<file path="src/rtl/vga_timing_pkg.sv">
// ----------------------------------------------------------------------------
// vga_timing_pkg
//
// Purpose : Shared 640x480 @ 25 MHz VGA timing constants. The upstream
//           sync/count generator and the sync/porch back end both import this
//           package so their notion of line and frame geometry cannot drift.
//
// Contents:
//   COUNT_WIDTH / count_t      - width and type of every position counter
//   *_COLS / *_ROWS            - total and visible geometry
//   H_/V_ porch and sync sizes - front porch, sync width, derived back porch
//   H_/V_SYNC_START/_END       - first position inside and first position
//                                after the sync pulse (half-open window)
//   in_window()                - half-open range test on a counter value
//   next_count()               - counter increment with wrap at a last value
// ----------------------------------------------------------------------------
package vga_timing_pkg;

    // Every position counter in the video path is this wide, which limits
    // the total line length and the total frame height to 1024.
    localparam int COUNT_WIDTH = 10;
    localparam int COUNT_LIMIT = 1 << COUNT_WIDTH;

    typedef logic [COUNT_WIDTH-1:0] count_t;

    // Geometry
    localparam int TOTAL_COLS    = 800;
    localparam int TOTAL_ROWS    = 525;
    localparam int ACTIVE_COLS   = 640;
    localparam int ACTIVE_ROWS   = 480;

    // Horizontal blanking breakdown
    localparam int H_FRONT_PORCH = 16;
    localparam int H_SYNC_WIDTH  = 96;
    localparam int H_SYNC_START  = ACTIVE_COLS + H_FRONT_PORCH;
    localparam int H_SYNC_END    = H_SYNC_START + H_SYNC_WIDTH;
    localparam int H_BACK_PORCH  = TOTAL_COLS - H_SYNC_END;

    // Vertical blanking breakdown
    localparam int V_FRONT_PORCH = 10;
    localparam int V_SYNC_WIDTH  = 2;
    localparam int V_SYNC_START  = ACTIVE_ROWS + V_FRONT_PORCH;
    localparam int V_SYNC_END    = V_SYNC_START + V_SYNC_WIDTH;
    localparam int V_BACK_PORCH  = TOTAL_ROWS - V_SYNC_END;

    // Colour depth per channel
    localparam int VIDEO_WIDTH   = 3;

    // True when first <= pos < last_excl.
    function automatic logic in_window(
        input count_t pos,
        input count_t first,
        input count_t last_excl
    );
        return (pos >= first) && (pos < last_excl);
    endfunction

    // Increment a position counter, returning to zero after 'last'.
    function automatic count_t next_count(
        input count_t value,
        input count_t last
    );
        return (value == last) ? '0 : value + count_t'(1);
    endfunction

endpackage : vga_timing_pkg

</file>
<file path="src/rtl/vga_sync_to_count.sv">
// ----------------------------------------------------------------------------
// vga_sync_to_count
//
// Purpose : First pipeline stage of the VGA back end. Registers the upstream
//           active-area flags and colour, detects the start of a frame from
//           the rising edge of the active-row flag and rebuilds the column/row
//           position of the sample currently held in the stage-1 registers.
//           Also owns the lock flag and the frame-start alignment check.
//
// Ports   :
//   i_Clk, i_Rst_L          pixel clock, asynchronous active-low reset
//   i_HSync, i_VSync        upstream active-column / active-row flags
//   i_Red, i_Grn, i_Blu     colour aligned with the flags
//   o_Act_H, o_Act_V        stage-1 copies of the flags (r1_HSync/r1_VSync)
//   o_Red, o_Grn, o_Blu     stage-1 copies of the colour
//   o_Col, o_Row            position of the stage-1 sample (r_Col/r_Row)
//   o_Frame_Start           high while the stage-1 sample is a frame start
//   o_Misaligned            result of the alignment check made at the most
//                           recent frame start (valid with o_Frame_Start)
//   o_Locked                high once a frame start has been seen
// ----------------------------------------------------------------------------
module vga_sync_to_count #(
    parameter int TOTAL_COLS  = vga_timing_pkg::TOTAL_COLS,
    parameter int TOTAL_ROWS  = vga_timing_pkg::TOTAL_ROWS,
    parameter int VIDEO_WIDTH = vga_timing_pkg::VIDEO_WIDTH
) (
    input  logic                   i_Clk,
    input  logic                   i_Rst_L,
    input  logic                   i_HSync,
    input  logic                   i_VSync,
    input  logic [VIDEO_WIDTH-1:0] i_Red,
    input  logic [VIDEO_WIDTH-1:0] i_Grn,
    input  logic [VIDEO_WIDTH-1:0] i_Blu,
    output logic                   o_Act_H,
    output logic                   o_Act_V,
    output logic [VIDEO_WIDTH-1:0] o_Red,
    output logic [VIDEO_WIDTH-1:0] o_Grn,
    output logic [VIDEO_WIDTH-1:0] o_Blu,
    output vga_timing_pkg::count_t o_Col,
    output vga_timing_pkg::count_t o_Row,
    output logic                   o_Frame_Start,
    output logic                   o_Misaligned,
    output logic                   o_Locked
);

    import vga_timing_pkg::*;

    localparam count_t COL_LAST = count_t'(TOTAL_COLS - 1);
    localparam count_t ROW_LAST = count_t'(TOTAL_ROWS - 1);

    // Stage-1 registers
    logic                   r1_Valid;
    logic                   r1_HSync;
    logic                   r1_VSync;
    logic [VIDEO_WIDTH-1:0] r1_Red;
    logic [VIDEO_WIDTH-1:0] r1_Grn;
    logic [VIDEO_WIDTH-1:0] r1_Blu;

    // Position of the stage-1 sample plus lock/alignment state
    count_t r_Col;
    count_t r_Row;
    logic   r_Locked;
    logic   r_Frame_Start;
    logic   r_Misaligned;

    logic w_Frame_Start;
    logic w_At_Last;

    // r1_Valid blocks a false frame start on the first clock after reset:
    // reset clears r1_VSync, so an upstream that is mid-frame (i_VSync=1)
    // would otherwise look like a rising edge and lock onto a partial frame.
    assign w_Frame_Start = i_VSync & ~r1_VSync & r1_Valid;

    // A frame start is only expected right after the last pixel of a frame.
    assign w_At_Last = (r_Col == COL_LAST) && (r_Row == ROW_LAST);

    always_ff @(posedge i_Clk or negedge i_Rst_L) begin
        if (!i_Rst_L) begin
            r1_Valid      <= 1'b0;
            r1_HSync      <= 1'b0;
            r1_VSync      <= 1'b0;
            r1_Red        <= '0;
            r1_Grn        <= '0;
            r1_Blu        <= '0;
            r_Col         <= '0;
            r_Row         <= '0;
            r_Locked      <= 1'b0;
            r_Frame_Start <= 1'b0;
            r_Misaligned  <= 1'b0;
        end else begin
            r1_Valid      <= 1'b1;
            r1_HSync      <= i_HSync;
            r1_VSync      <= i_VSync;
            r1_Red        <= i_Red;
            r1_Grn        <= i_Grn;
            r1_Blu        <= i_Blu;
            r_Frame_Start <= w_Frame_Start;

            if (w_Frame_Start) begin
                // Always snap to the new origin; only a frame start that
                // arrives while already locked can be judged misaligned.
                r_Col        <= '0;
                r_Row        <= '0;
                r_Locked     <= 1'b1;
                r_Misaligned <= r_Locked & ~w_At_Last;
            end else begin
                r_Col <= next_count(r_Col, COL_LAST);
                if (r_Col == COL_LAST) begin
                    r_Row <= next_count(r_Row, ROW_LAST);
                end
            end
        end
    end

    assign o_Act_H       = r1_HSync;
    assign o_Act_V       = r1_VSync;
    assign o_Red         = r1_Red;
    assign o_Grn         = r1_Grn;
    assign o_Blu         = r1_Blu;
    assign o_Col         = r_Col;
    assign o_Row         = r_Row;
    assign o_Frame_Start = r_Frame_Start;
    assign o_Misaligned  = r_Misaligned;
    assign o_Locked      = r_Locked;

endmodule : vga_sync_to_count

</file>
<file path="src/rtl/vga_sync_porch.sv">
// ----------------------------------------------------------------------------
// vga_sync_porch
//
// Purpose : VGA back end placed directly after the sync/count generator.
//           Rebuilds the pixel position from the upstream active-area flags
//           (vga_sync_to_count), then decodes real active-low HSync/VSync
//           pulses with front and back porch and blanks the colour. All
//           outputs are registered and describe the input sample taken two
//           clocks earlier, so sync and video leave the block aligned.
//
// Ports   :
//   i_Clk                   pixel clock (25 MHz for 640x480)
//   i_Rst_L                 asynchronous active-low reset
//   i_HSync, i_VSync        upstream active-column / active-row flags
//   i_Red, i_Grn, i_Blu     pixel colour aligned with the flags
//   o_HSync, o_VSync        VGA sync pulses, active-low
//   o_Red, o_Grn, o_Blu     colour, forced to 0 outside the visible area
//   o_Locked                high once the first frame start has been seen
//   o_Sync_Err              one-cycle pulse when a frame start arrives at
//                           an unexpected position while locked
// ----------------------------------------------------------------------------
module vga_sync_porch #(
    parameter int TOTAL_COLS    = vga_timing_pkg::TOTAL_COLS,
    parameter int TOTAL_ROWS    = vga_timing_pkg::TOTAL_ROWS,
    parameter int ACTIVE_COLS   = vga_timing_pkg::ACTIVE_COLS,
    parameter int ACTIVE_ROWS   = vga_timing_pkg::ACTIVE_ROWS,
    parameter int H_FRONT_PORCH = vga_timing_pkg::H_FRONT_PORCH,
    parameter int H_SYNC_WIDTH  = vga_timing_pkg::H_SYNC_WIDTH,
    parameter int V_FRONT_PORCH = vga_timing_pkg::V_FRONT_PORCH,
    parameter int V_SYNC_WIDTH  = vga_timing_pkg::V_SYNC_WIDTH,
    parameter int VIDEO_WIDTH   = vga_timing_pkg::VIDEO_WIDTH
) (
    input  logic                   i_Clk,
    input  logic                   i_Rst_L,
    input  logic                   i_HSync,
    input  logic                   i_VSync,
    input  logic [VIDEO_WIDTH-1:0] i_Red,
    input  logic [VIDEO_WIDTH-1:0] i_Grn,
    input  logic [VIDEO_WIDTH-1:0] i_Blu,
    output logic                   o_HSync,
    output logic                   o_VSync,
    output logic [VIDEO_WIDTH-1:0] o_Red,
    output logic [VIDEO_WIDTH-1:0] o_Grn,
    output logic [VIDEO_WIDTH-1:0] o_Blu,
    output logic                   o_Locked,
    output logic                   o_Sync_Err
);

    import vga_timing_pkg::*;

    // Sync windows as half-open counter ranges, fixed at elaboration.
    // TOTAL_COLS and TOTAL_ROWS must not exceed COUNT_LIMIT (1024).
    localparam count_t HS_FIRST = count_t'(ACTIVE_COLS + H_FRONT_PORCH);
    localparam count_t HS_END   = count_t'(ACTIVE_COLS + H_FRONT_PORCH + H_SYNC_WIDTH);
    localparam count_t VS_FIRST = count_t'(ACTIVE_ROWS + V_FRONT_PORCH);
    localparam count_t VS_END   = count_t'(ACTIVE_ROWS + V_FRONT_PORCH + V_SYNC_WIDTH);

    localparam int NUM_CHAN = 3;

    // Stage-1 view from the counter block
    logic                   w_Act_H;
    logic                   w_Act_V;
    logic [VIDEO_WIDTH-1:0] w_Red;
    logic [VIDEO_WIDTH-1:0] w_Grn;
    logic [VIDEO_WIDTH-1:0] w_Blu;
    count_t                 w_Col;
    count_t                 w_Row;
    logic                   w_Frame_Start;
    logic                   w_Misaligned;
    logic                   w_Locked;

    logic [VIDEO_WIDTH-1:0] w_S1_Rgb [NUM_CHAN];
    logic                   w_Video_On;

    vga_sync_to_count #(
        .TOTAL_COLS  (TOTAL_COLS),
        .TOTAL_ROWS  (TOTAL_ROWS),
        .VIDEO_WIDTH (VIDEO_WIDTH)
    ) u_sync_to_count (
        .i_Clk         (i_Clk),
        .i_Rst_L       (i_Rst_L),
        .i_HSync       (i_HSync),
        .i_VSync       (i_VSync),
        .i_Red         (i_Red),
        .i_Grn         (i_Grn),
        .i_Blu         (i_Blu),
        .o_Act_H       (w_Act_H),
        .o_Act_V       (w_Act_V),
        .o_Red         (w_Red),
        .o_Grn         (w_Grn),
        .o_Blu         (w_Blu),
        .o_Col         (w_Col),
        .o_Row         (w_Row),
        .o_Frame_Start (w_Frame_Start),
        .o_Misaligned  (w_Misaligned),
        .o_Locked      (w_Locked)
    );

    assign w_S1_Rgb[0] = w_Red;
    assign w_S1_Rgb[1] = w_Grn;
    assign w_S1_Rgb[2] = w_Blu;

    // Blanking follows the flags that travelled with the colour rather than
    // the rebuilt counters, so a glitchy upstream can never leak colour
    // into its own blanking interval.
    assign w_Video_On = w_Locked & w_Act_H & w_Act_V;

    // Stage 2: sync decode. VSync is a pure function of the row, so it
    // changes at the start of a line without extra alignment to HSync.
    always_ff @(posedge i_Clk or negedge i_Rst_L) begin
        if (!i_Rst_L) begin
            o_HSync    <= 1'b1;
            o_VSync    <= 1'b1;
            o_Locked   <= 1'b0;
            o_Sync_Err <= 1'b0;
        end else begin
            o_HSync    <= ~(w_Locked & in_window(w_Col, HS_FIRST, HS_END));
            o_VSync    <= ~(w_Locked & in_window(w_Row, VS_FIRST, VS_END));
            // Lock is delayed with the video so it flags the same sample.
            o_Locked   <= w_Locked;
            o_Sync_Err <= w_Frame_Start & w_Misaligned;
        end
    end

    // Stage 2: one blanking register per colour channel.
    for (genvar gi = 0; gi < NUM_CHAN; gi++) begin : g_chan
        logic [VIDEO_WIDTH-1:0] r2_chan;

        always_ff @(posedge i_Clk or negedge i_Rst_L) begin
            if (!i_Rst_L) begin
                r2_chan <= '0;
            end else begin
                r2_chan <= w_Video_On ? w_S1_Rgb[gi] : '0;
            end
        end
    end

    assign o_Red = g_chan[0].r2_chan;
    assign o_Grn = g_chan[1].r2_chan;
    assign o_Blu = g_chan[2].r2_chan;

endmodule : vga_sync_porch
</file>
<file path="config.mk">
export PLATFORM = sky130hd
export DESIGN_NAME = vga_sync_porch
export DESIGN_NICKNAME = d
export VERILOG_FILES = /design/src/rtl/vga_timing_pkg.sv /design/src/rtl/vga_sync_to_count.sv /design/src/rtl/vga_sync_porch.sv
export SDC_FILE = /design/constraint.sdc
export NUM_CORES = 1
export LEC_CHECK = 0
export BUFFER_PORTS_ARGS = -buffer_cell sky130_fd_sc_hd__buf_2
export CORE_ASPECT_RATIO = 0.6
export CORE_MARGIN = 2
export CORE_UTILIZATION = 25
export DETAILED_ROUTE_END_ITERATION = 10
export PLACE_DENSITY_LB_ADDON = 0.1
export SYNTH_ARGS = -nofsm -noshare
export SYNTH_HDL_FRONTEND = slang
export SYNTH_HIERARCHICAL = 1
export SYNTH_SLANG_ARGS = --single-unit
</file>
<file path="constraint.sdc">
create_clock -name i_Clk -period 1.9 [get_ports i_Clk]
set_input_delay 0.285 -clock i_Clk [delete_from_list [all_inputs] [get_ports i_Clk]]
set_output_delay 0.285 -clock i_Clk [all_outputs]
set_load 0.02 [all_outputs]
</file>
# Yosys cells after proc, flatten, opt, wreduce, memory -nomap -nowiden
# Cells that the tools add are included.
# totals
reg_bits,48
word_cells,50
n_memories,0
latchBits,0
mem_bits_rw,0
rom_bits,0
out_inout_bits,13
# op_classes
n_reduce_logical,4
addsub,2
bitwise,12
n_lt_le_gt_ge,4
shift,0
n_eq_ne,2
mul,0
div,0
n_mux,8
# op_table
operator,count
$mux W10,5
$add A10 B1 Y10 const B,2
$eq A10 B10 Y1 const B,2
$ge A10 B10 Y1 const B,1
$ge A10 B9 Y1 const B,1
$lt A10 B10 Y1 const B,1
$lt A10 B9 Y1 const B,1
$mux W3,3
$and A1 B1 Y1,8
$not A1 Y1,4
$logic_and A1 B1 Y1,3
$reduce_bool A2 Y1,1

# Logic depth before layout (Yosys ltp)
# Gate-level depths: netlist of run 1.
# depth
word_depth,4
ltp_mapped,6
ltp_nobuf,6

# Hierarchy
# Netlist of run 1, hierarchy kept.
# by_module_without_submodules
mod,n_inst,cells_per_inst,area_each_um2,seq_area_each_um2
vga_sync_to_count,1,132,1507.7,875.8
vga_sync_porch,1,32,454.2,327.8

# Least setup slack after synthesis of run 1
# OpenSTA, ideal clock, no wires.
# synth_path
path_type,register to register
from,reg u_sync_to_count.r_Col[0] (netlist: u_sync_to_count/o_Col[0])
to,reg u_sync_to_count.r_Row[3] (netlist: u_sync_to_count/o_Row[3])
slack_ns,0.182
setup_time_ns,0.077
n_path_buf,0
arrival_ns,1.641
path_stages_with_launch,6
synth_period_minus_slack_ns,1.718
cell_sequence,dfrtp_1 ha_1 nand4_2 or3_1 or4_1 o21ai_1
# synth_between
elab_chain_len,2
# synth_rtl
element,line_no,rtl
"start, declared",vga_sync_to_count.sv:60,count_t r_Col;
"start signal, assigned",vga_sync_to_count.sv:107,"r_Col <= next_count(r_Col, COL_LAST);"
$eq A10 B10 Y1,vga_sync_to_count.sv:108,if (r_Col == COL_LAST) begin
$reduce_bool A2 Y1 (no source line),--,
"end signal, assigned",vga_sync_to_count.sv:109,"r_Row <= next_count(r_Row, ROW_LAST);"
"end, declared",vga_sync_to_count.sv:61,count_t r_Row;
# Every way passes these cells.
# A chain may end at the register's enable or synchronous reset.

# Worst setup path after layout of run 1
# Same ends and word-level chain as after synthesis.

==> impl_metrics.toml, run 1 <==
[drt]
ant_nets = 0
num_vias = 1320
drt_iter0_markers = 56
routedWlPerCell_um = 12.9
wl_mm = 3.94
drc = 0
first_pass_iters = 4
vias_per_cell = 4.31

[worst_setup_path]
crit_required_ps = 2100
r2r-end = "u_sync_to_count/o_Row[3]"
path_class = "reg2reg"
slowest_stage = "or4_1"
setup.worst_path.end = "u_sync_to_count/o_Row[3]"
cp-startpoint = "u_sync_to_count/o_Col[0]"
path_cells = "ha_2, nand4_2, or3_1, or4_1, o21ai_1"
worstPathMaxFanout = 4
cp_slowest_stage_delay_ps = 500
critPathArrivalTime_ps = 2020
critPathLaunchType = "flip-flop"
r2r_slack_ps = 90
worstRegToRegCells = 5
reg2reg_from = "u_sync_to_count/o_Col[0]"
endpoint_kind = "flip-flop"

[final_layout]
diodes = 0
instances_no_fill = 306
multi_input_area_um2 = 727
final_cell_mix = "dfrtp_1, buf_2, and2_1"
nFillCells = 758
syn2layout_area_growth_pct = 24.4
drive_gt1_share_pct = 26.7
nets = 217
final_common_cell = "dfrtp_1"
layout.area.seq_um2 = 1200

[synth]
yosysWarnings = 6
syn_avg_cell_area_um2 = 12.0
synth-seq-area-share_pct = 61.4
synth_edf_count = 0
synth_nets = 180
ys.flop_type = "dfrtp_1"
synthCells = 164
synth_top_cell_area_share_pct = 58.7
synthesis.area_um2 = 1960
ys_ff_latch = 48
synth_top_area_cell = "dfrtp_1"
synth_async_sr_flop_share_pct = 100
synth_area_leaders = "dfrtp_1, and2_1, dfstp_2"
synthDistinctLibCells = 42

[sta]
fin_ws_ps = 86.2
fin_skew_ps = 4.80
finalSetupViolCount = 0
timing.fmax_mhz = 551
rsz0062_at_grt = "false"
tightest_slew_ps = 615
finalHoldViolCount = 0
hold_ws_ps = 96.3
period_needed_ps = 1810
fin_crit_sh_pct = 95.5
slew_violations = 0
fin_tns_setup_ps = 0
slew_headroom_pct = 59.0

[clock_tree]
clk_transition_reported_paths_ps = 60
root_buffer = "clkbuf_16"
cts.sinks = 48
cts_tree = "yes"
cts_made_buffers = 5
ctsHoldBuffers = 0
cts.htree.levels = 2
post-cts-setup-buffer-count = 0
clock_path_buffers = 2
clk_latency_ps = 280

[power_and_ir_drop]
ir_worst_vdd_mv = 0.331
powerDensity_nw_per_um2 = 917
leakage_uw = 0.00112

[grt]
grt_pass1_vias = 1321
grt_pass1_wl_mm = 6.56
grt_overflow = 0
grt_usage_pct = 9.98
grt_max_degree = 49
antenna_found_initial = 0

[placement]
pre_cts_ws_ps = 62.0
place.gp.congestion = 0.809
dp_hpwl_mm = 2.83
numPlacedInstances = 298
io_buffers = 25

[floorplanning]
dieArea_um2 = 8600
design.core.area_um2 = 7420
io_pins = 26
fp.dieH_um = 72.6
start_util_pct = 26.5
die_w_um = 118
row_count = 24

[outcome]
status = "complete, no violations"

[job]
cap_violations = 0

[min_path]
worstHoldPathType = "in2async"
-- cell families after synthesis --
family | count (synthesis) | synth area share (%)
AOI/OAI and AO/OA | 23 | 8.61
xor gates and xnor gates | 8 | 3.57
adders and majority gates | 3 | 1.91
buffers and inverters | 12 | 2.42
DFF | 48 | 61.4
muxes | 1 | 0.574
other | 1 | 0.191
and+or+nand+nor | 68 | 21.4
-- stage by stage --
stage	total power, µW	util (%)	cell area [µm²]
2_1_floorplan	1290	-	1960
3_3_place_gp	1380	30.7	2270
3_5_place_dp	1370	30.7	2270
4_1_cts	2270	32.7	2420
5_1_grt	2350	32.9	2440
6_report	2240	32.9	2440
-- worst min path at each step --
stage	from	endpoint	slack, ps	cells past startpoint
floorplan	i_Rst_L	o_Blu[0]	-10	0
global placement	i_Grn[1]	u_sync_to_count/o_Grn[1]	390	1
detailed placement	i_Grn[0]	u_sync_to_count/o_Grn[0]	390	1
CTS	i_Grn[1]	u_sync_to_count/o_Grn[1]	100	1
global route	i_HSync	u_sync_to_count/o_Act_H	90	1
finish	i_Rst_L	u_sync_to_count/o_Row[2]	100	2
-- metal layers --
metal | wire length, µm | GRT usage (%) | vias to the layer above | part of all wire, %
li1 | - | - | 658 | -
met1 | 2110 | 13.7 | 641 | 54
met2 | 1580 | 14.7 | 19 | 40
met3 | 202 | 2.97 | 2 | 5.1
met4 | 40 | 4.42 | 0 | 1.0
met5 | 0 | 0 | - | 0
-- critical path: cells and delay by family, from the launching register on --
family	cells	cell delay (ps)
AND/OR/NAND/NOR	3	1020
AO/OA/AOI/OAI	1	90
flip-flops	1	390
adder cells (fa/ha/maj)	1	240
-- sequential cells by signal (all words and copies together) (netlist names), 3 cells and up --
name and cells:
o_Red 3, u_sync_to_count/o_Red 3, o_Grn 3, o_Blu 3
u_sync_to_count/o_Col 10, u_sync_to_count/o_Grn 3, u_sync_to_count/o_Blu 3, u_sync_to_count/o_Row 10
-- power breakdown --
part           switching (µW)  leakage, µW  internal, µW
Combinational             115     0.000437          88.2
Clock                     356    0.0000701           524
Sequential               61.4     0.000611          1090
Total                     533      0.00112          1710
-- synth_stat cells (3+ instances only) --
master,n
inv_1,6
xnor2_1,6
and4_1,4
nand3_1,8
and2_1,12
dfrtp_1,46
clkbuf_1,4
ha_1,3
or3_1,7
o31ai_1,3
and3_1,4
a21oi_1,3
nor2_1,10
nand4_1,4
a21o_1,3
nand2_1,4
o21ai_0,5
-- final cells by class --
cell class                      count  share of cell area (%)
Clock buffer                        7                    5.84
Timing Repair Buffer               36                    8.51
Inverter                            6                   0.923
Clock inverter                      1                   0.308
Sequential cell                    48                    49.3
Tap cell                          104                    5.33
Multi-Input combinational cell    104                    29.8
-- repair_timing --
item / CTS / global route
resized for setup: 0 / 4
endpoints found under the hold margin: 0 / 0
setup endpoints to repair: 0 / 5
(Power assumes the default switching activity.)
==> run 2: changes to the inputs <==
Settings changed: CELL_PAD_IN_SITES_DETAIL_PLACEMENT set to 0, CELL_PAD_IN_SITES_GLOBAL_PLACEMENT set to 1.
==> run 2 against run 1 <==
  * Maximum frequency increased by 1.0%
  * Flip-flop and latch count unchanged
  * Power up 13%
  * Via count up 0.38%
  * Sequential share of layout area decreased by 1.3 points
  * Register-to-register slack gained 20 ps
  * Critical endpoint is now u_sync_to_count/o_Row[0]
  * Largest cell class unchanged
  * Highest routed layer unchanged
==> impl_metrics.toml, run 2 (synthesis gave the netlist of run 1 again) <==
[outcome]
status = "complete, no violations"

[floorplanning]
die_w_um = 118
start_util_pct = 26.5
fp.dieH_um = 72.6
io_pins = 26
design.core.area_um2 = 7420
dieArea_um2 = 8600
row_count = 24

[final_layout]
diodes = 0
nFillCells = 740
nets = 218
stdcell_area_um2 = 2510
final_common_cell = "dfrtp_1"
final_cell_mix = "dfrtp_1, buf_2, and2_1"
drive_gt1_share_pct = 26.6
syn2layout_area_growth_pct = 27.9

[worst_setup_path]
reg2reg_from = "u_sync_to_count/o_Row[0]"
critPathLaunchType = "flip-flop"
crit_required_ps = 2070
r2r-end = "u_sync_to_count/o_Row[0]"
worstPathMaxFanout = 7
critPathArrivalTime_ps = 1960
worstRegToRegCells = 6
endpoint_kind = "flip-flop"
r2r_slack_ps = 100
path_class = "reg2reg"

[clock_tree]
post-cts-setup-buffer-count = 0
clk_transition_reported_paths_ps = 70
cts.htree.levels = 2
cts.sinks = 48
root_buffer = "clkbuf_16"
clk_latency_ps = 290
cts_tree = "yes"
clock_path_buffers = 2
cts_made_buffers = 5

[sta]
hold_ws_ps = 99.6
slew_headroom_pct = 66.2
slew_violations = 0
fin_skew_ps = 6.35
rsz0062_at_grt = "true"
timing.fmax_mhz = 557
tightest_slew_ps = 507
finalSetupViolCount = 0
period_needed_ps = 1800
fin_crit_sh_pct = 94.5
finalHoldViolCount = 0

[power_and_ir_drop]
ir_worst_vdd_mv = 0.312
leakage_uw = 0.00115
powerDensity_nw_per_um2 = 1010

[drt]
routedWlPerCell_um = 13.5
vias_per_cell = 4.32
drc = 0
first_pass_iters = 4
num_vias = 1325
wl_mm = 4.15
ant_nets = 0
drt_iter0_markers = 49

[min_path]
hp-start = "i_HSync"
hold_end = "u_sync_to_count/o_Act_H"
worstHoldPathType = "in2reg"
whs_path_depth = 1

[grt]
grt_overflow = 0
grt_usage_pct = 10.6
antenna_found_initial = 0
grt_pass1_vias = 1316
grt_max_degree = 29
grt_pass1_wl_mm = 7.00

[job]
cap_violations = 0

[placement]
io_buffers = 25
place.gp.congestion = 0.748
dp_hpwl_mm = 3.06
dpl_cell_area_um2 = 2290
==> run 2: cell count changes in the layout (fill, tap and decap cells not counted), sizes merged <==
cell,previous run,this run
dlygate4sd3,0,1
clkinvlp,1,0
clkbuf,7,5
bufinv,0,2
inv,6,7
==> run 2: area by class of cell <==
class	instances	area (µm²)	area share (%)
Timing Repair Buffer	37	230	9.17
Clock buffer	5	125	4.99
Tap cell	104	130	5.18
Clock inverter	3	68.8	2.74
Inverter	6	22.5	0.897
Sequential cell	48	1200	48.0
Multi-Input combinational cell	104	728	29.0
==> run 2: how the worst max path moves through the flow <==
stage | start | endpoint | slack (ps) | cells past startpoint
3_3_place_gp | u_sync_to_count/o_Col[0] | u_sync_to_count/o_Row[3] | 100 | 5
4_1_cts | u_sync_to_count/o_Col[0] | u_sync_to_count/o_Row[9] | 50 | 6
2_1_floorplan | u_sync_to_count/o_Col[0] | u_sync_to_count/o_Row[3] | 180 | 5
3_5_place_dp | u_sync_to_count/o_Col[0] | u_sync_to_count/o_Row[9] | 50 | 6
6_report | u_sync_to_count/o_Row[0] | u_sync_to_count/o_Row[0] | 100 | 6
5_1_grt | u_sync_to_count/o_Row[0] | u_sync_to_count/o_Row[0] | -30 | 6
==> run 2: worst max-delay path: stages (launching register included) <==
cell,delay [ps]
dfrtp_1,410
inv_1,90
ha_1,160
nand4_1,180
o31ai_4,430
nor2_1,130
mux2_2,280
==> run 2: routing by layer <==
metal / track usage [%] / wire length [µm] / vias to the layer above
li1: - / - / 659
met5: 0 / 0 / -
met1: 15.3 / 2280 / 641
met2: 15.0 / 1660 / 20
met4: 4.82 / 68 / 0
met3: 2.81 / 152 / 5
==> run 2: repair_timing <==
action                     in CTS  in global routing
setup endpoints to repair       0                  8
hold buffers                    1                  0
gates resized for setup         0                  4
hold endpoints to repair       19                  0
==> run 2: stage by stage <==
step	setup slack [ps]	instances	TNS (ps)	total power (µW)	util, %
global route	-27.1	307	-46.1	2660	33.8
detailed placement	52.2	298	0	1380	30.8
global placement	95.8	298	0	1370	30.8
finish	105	307	0	2530	33.8
floorplan	182	164	0	1290	-
CTS	45.4	307	0	2550	33.6
==> run 2: power breakdown <==
part / internal (µW) / switching [µW]
Clock: 759 / 392
Combinational: 99.0 / 115
Sequential: 1090 / 69.0
Total: 1950 / 576
